==> config.mk <==
export PLATFORM = sky130hd
export DESIGN_NAME = regfile_wb_arbiter
export DESIGN_NICKNAME = d
export VERILOG_FILES = /design/src/rtl/regfile_wb_arbiter.sv
export SDC_FILE = /design/constraint.sdc
export NUM_CORES = 1
export LEC_CHECK = 0
export BUFFER_PORTS_ARGS = -buffer_cell sky130_fd_sc_hd__clkbuf_2
export CAP_MARGIN = 20
export CORE_ASPECT_RATIO = 1.75
export CORE_MARGIN = 2
export CORE_UTILIZATION = 53
export DETAILED_ROUTE_END_ITERATION = 8
export GPL_TIMING_DRIVEN = 0
export PLACE_DENSITY = 0.84
export SLEW_MARGIN = 30
export SYNTH_ARGS = -nofsm -noshare
export SYNTH_HDL_FRONTEND = slang
export SYNTH_SLANG_ARGS = --single-unit
==> constraint.sdc <==
create_clock -name clk -period 5.01 [get_ports clk]
set_input_delay 1.503 -clock clk [delete_from_list [all_inputs] [get_ports clk]]
set_output_delay 1.503 -clock clk [all_outputs]
set_load 0.01 [all_outputs]
==> src/rtl/regfile_wb_arbiter.sv <==
`default_nettype none
// ============================================================================
// Module      : regfile_wb_arbiter
// Description : Round-robin write-back arbiter (ALU / load) for the register
//               file write port, plus a per-register pending-write scoreboard.
//               Optional macro WB_FORWARD_EN adds a same-cycle bypass output.
// Revision    : 1.0 - initial release
// ============================================================================
module regfile_wb_arbiter #(
    parameter int DATA_W = 8,
    parameter int ADDR_W = 2
) (
    input  logic                  clk,
    input  logic                  rst,
    input  logic                  a_valid,
    input  logic [ADDR_W-1:0]     a_addr,
    input  logic [DATA_W-1:0]     a_data,
    output logic                  a_ready,
    input  logic                  b_valid,
    input  logic [ADDR_W-1:0]     b_addr,
    input  logic [DATA_W-1:0]     b_data,
    output logic                  b_ready,
    input  logic                  issue_en,
    input  logic [ADDR_W-1:0]     issue_addr,
`ifdef WB_FORWARD_EN
    output logic                  fwd_valid,
    output logic [ADDR_W-1:0]     fwd_addr,
    output logic [DATA_W-1:0]     fwd_data,
`endif
    output logic                  wr_en,
    output logic [ADDR_W-1:0]     wr_addr,
    output logic [DATA_W-1:0]     wr_data,
    output logic [2**ADDR_W-1:0]  busy,
    output logic                  sb_err
);

    localparam int        c_NREG    = 2**ADDR_W;
    localparam logic      c_PRIO_A  = 1'b0;
    localparam logic      c_PRIO_B  = 1'b1;
    localparam logic [1:0] c_CNT_MAX = 2'd3;

    logic                r_prio;
    logic                w_a_xfer;
    logic                w_b_xfer;
    logic                w_xfer;
    logic [ADDR_W-1:0]   w_gnt_addr;
    logic [DATA_W-1:0]   w_gnt_data;
    logic [c_NREG-1:0]   w_err_set;
    logic                r_wr_en;
    logic [ADDR_W-1:0]   r_wr_addr;
    logic [DATA_W-1:0]   r_wr_data;
    logic                r_sb_err;

    // With both requesters valid, exactly one of the readies is high, so at
    // most one transfer can occur per cycle.
    assign a_ready    = !b_valid || (r_prio == c_PRIO_A);
    assign b_ready    = !a_valid || (r_prio == c_PRIO_B);
    assign w_a_xfer   = a_valid && a_ready;
    assign w_b_xfer   = b_valid && b_ready;
    assign w_xfer     = w_a_xfer || w_b_xfer;
    assign w_gnt_addr = w_a_xfer ? a_addr : b_addr;
    assign w_gnt_data = w_a_xfer ? a_data : b_data;

    always_ff @(posedge clk or posedge rst) begin
        if (rst) begin
            r_prio    <= c_PRIO_A;
            r_wr_en   <= 1'b0;
            r_wr_addr <= '0;
            r_wr_data <= '0;
            r_sb_err  <= 1'b0;
        end else begin
            r_wr_en  <= w_xfer;
            r_sb_err <= r_sb_err || (|w_err_set);
            if (w_xfer) begin
                r_wr_addr <= w_gnt_addr;
                r_wr_data <= w_gnt_data;
            end
            if (w_a_xfer) begin
                r_prio <= c_PRIO_B;
            end else if (w_b_xfer) begin
                r_prio <= c_PRIO_A;
            end
        end
    end

    genvar gi;
    generate
        for (gi = 0; gi < c_NREG; gi++) begin : g_cnt
            logic [1:0] r_cnt;
            logic       w_inc;
            logic       w_dec;

            assign w_inc = issue_en && (issue_addr == ADDR_W'(gi));
            assign w_dec = w_xfer && (w_gnt_addr == ADDR_W'(gi));

            // Saturating counter; simultaneous inc/dec cancel out.
            always_ff @(posedge clk or posedge rst) begin
                if (rst) begin
                    r_cnt <= 2'd0;
                end else if (w_inc && !w_dec && (r_cnt != c_CNT_MAX)) begin
                    r_cnt <= r_cnt + 2'd1;
                end else if (w_dec && !w_inc && (r_cnt != 2'd0)) begin
                    r_cnt <= r_cnt - 2'd1;
                end
            end

            assign w_err_set[gi] = (w_inc && !w_dec && (r_cnt == c_CNT_MAX)) ||
                                   (w_dec && !w_inc && (r_cnt == 2'd0));
            assign busy[gi]      = (r_cnt != 2'd0);
        end
    endgenerate

`ifdef WB_FORWARD_EN
    assign fwd_valid = w_xfer;
    assign fwd_addr  = w_gnt_addr;
    assign fwd_data  = w_gnt_data;
`endif

    assign wr_en   = r_wr_en;
    assign wr_addr = r_wr_addr;
    assign wr_data = r_wr_data;
    assign sb_err  = r_sb_err;

endmodule
`default_nettype wire
==> results.cfg <==
[place]
globalplace.congestion = 0.861
hpwlAfterDp_mm = 2.48
placed_cells = 214
io_buffer_count = 43

[grt]
antenna_found_initial = 0
grt.total_usage = 0.266
grt-ovfl-total = 0
grt_pass1_wl_mm = 5.14
grt_pass1_vias = 1130
grt_max_degree = 22

[worst_setup_path]
crit_fanout = 10
arrival_ns = 2.29
critPathLaunchType = input port
worstPathRequired_ns = 3.51
worstSetupPathType = in2out
end_kind = output port

[routing]
top_layer_used = met4
ant_nets = 0
vias = 1324
route.detailed.drc = 0
wl_met3_um = 207
via_per_inst = 6.07
dr.pass1.iters = 4
wire_per_inst_um = 14.5
wl_met1_mm = 1.19
drtIter0Drc = 36
wl_met2_mm = 1.69
routed_wl_mm = 3.15

[timing]
fmax_mhz = 263
timing_hold_violations_final = 0
worst_pin_slew_ns = 0.809
final-setup-viol-count = 0
rsz0062_at_grt = false
fin_tns_setup_ns = 0
finalCritPeriodShare = 0.758
min_period_ns = 3.80
clock_skew_ns = 0.00244
slew_headroom = 0.460
drv_slew = 0

[pwr]
p_leak_nw = 0.775
ir_drop_mv = 0.229
power_density_nw_per_um2 = 323

[logic_synthesis]
synth_cell_types = 35
synth_cells = 146
synth_nets = 173
syn_area_sq_um = 1280
syn_avg_cell_area_sq_um = 8.74
yosysSeqAreaShare = 0.412
synth-warning-count = 0
synth-seq-cells = 21

[layout]
antenna_cells = 0
final_util = 0.690
nNetsFinal = 221
drive_gt1_frac = 0.311
syn_to_final_growth_pct = 22.8
final_cells = 218
mostFrequentLayoutCell = clkbuf_2
mostFrequentLayoutCells = clkbuf_2, dfrtp_1, nor2_1

[clock_network]
root_buffer = clkbuf_8
cts_setup_buffers = 0
cts.sinks = 21
clock_latency_ns = 0.26
cts_made_buffers = 3
htreeDepth = 1
cts.reportedPaths.clkPinSlew_ns = 0.07
cts_resized = 0
hold_buffers = 0
cts_tree = built
max-clock-path-buffers = 2

[die]
coreArea_sq_um = 2270
die_y_um = 68.9
ioPinCount = 45
dieArea_sq_um = 2830
std_cell_rows = 23
die_w_um = 41.1
start_util = 0.561

[min_path]
min_path_type = reg2reg

[flow_run]
cap_violations = 0

[run_status]
status = finished clean
[layout make-up]
type / instances / area [sq um]
Fill cell: 190 / 706
Multi-Input combinational cell: 106 / 664
Sequential cell: 21 / 526
Timing Repair Buffer: 43 / 215
Inverter: 14 / 52.6
Clock buffer: 4 / 45.0
Buffer: 5 / 33.8
Tap cell: 25 / 31.3
[power by group]
group / internal (mW) / switching (mW)
combinational: 0.0742 / 0.0911
sequential: 0.200 / 0.0316
clock: 0.0566 / 0.0528
[critical path, stage by stage]
cell      delay [ns]
clkbuf_2        0.18
clkbuf_1        0.37
nand2_1         0.10
clkbuf_2        0.14
[through the flow]
stage	worst slack [ns]	area [sq um]	total power, mW	hold slack, ns
2_1_floorplan	1.62	1280	0.339	0.485
3_3_place_gp	1.25	1520	0.391	0.474
3_5_place_dp	1.22	1520	0.400	0.505
4_1_cts	1.22	1570	0.508	0.521
5_1_grt	1.16	1570	0.547	0.553
6_report	1.21	1570	0.506	0.510
[synthesized netlist by cell type]
cell type   n  area share
and3_1      3       0.015
a221oi_1    1      0.0069
a31oi_1    10       0.049
nor3_2      2       0.016
clkinv_1    1      0.0029
o31a_1      1      0.0069
dfrtp_1    21        0.41
o21a_1      4       0.024
a32o_1      1      0.0078
o2111ai_1   1      0.0069
nand2b_4    1       0.011
nor2b_1     4       0.020
o22ai_1     8       0.039
or3b_2      1      0.0069
or3_1       1      0.0049
nor2_1     17       0.050
inv_1      13       0.038
mux2i_1     2       0.016
clkbuf_1    3      0.0088
a211oi_1    4       0.024
and3b_1     1      0.0069
a21oi_1    15       0.059
nand3_1     2      0.0078
nor3b_1     1      0.0059
or2_2       5       0.025
a221oi_2    1       0.012
o21ai_0     7       0.027
buf_6       2       0.018
o21ai_1     1      0.0039
nand2_1     3      0.0088
o22a_1      2       0.014
nor3_1      3       0.012
mux2_2      1      0.0088
a32oi_1     2       0.014
a21boi_4    1       0.015
[flip-flops by register name (all words and copies together), names as in the netlist]
name,cells
sb_err,1
wr_addr,2
wr_en,1
wr_data,8
r_prio,1
g_cnt.r_cnt,8
[metal layers]
metal / vias up / track usage
li1: 635 / -
met1: 621 / 0.291
met2: 61 / 0.475
met3: 7 / 0.0545
met4: 0 / 0.0968
met5: - / 0
[kinds of logic after synthesis]
group,synth area share
compound gates,0.308
buf+inv,0.0676
flops,0.412
mux,0.0245
simple gates,0.188
[path summary, 6_finish.rpt]
kind | start | to | slack [ns] | depth (start not counted)
min in group asynchronous | rst | wr_en$_DFF_PP0_ | 1.37 | 2
worst min-delay path | wr_addr[1]$_DFFE_PP0P_ | wr_addr[1]$_DFFE_PP0P_ | 0.51 | 1
max in group asynchronous | rst | g_cnt[2].r_cnt[0]$_DFFE_PP0P_ | 3.14 | 2
worst max-delay path | b_valid | a_ready | 1.21 | 4
worst min register to register | wr_addr[1]$_DFFE_PP0P_ | wr_addr[1]$_DFFE_PP0P_ | 0.51 | 1
worst max register to register | r_prio$_DFFE_PP0P_ | sb_err$_DFF_PP0_ | 3.15 | 5
Note: power is estimated with default switching activity, not from simulation.
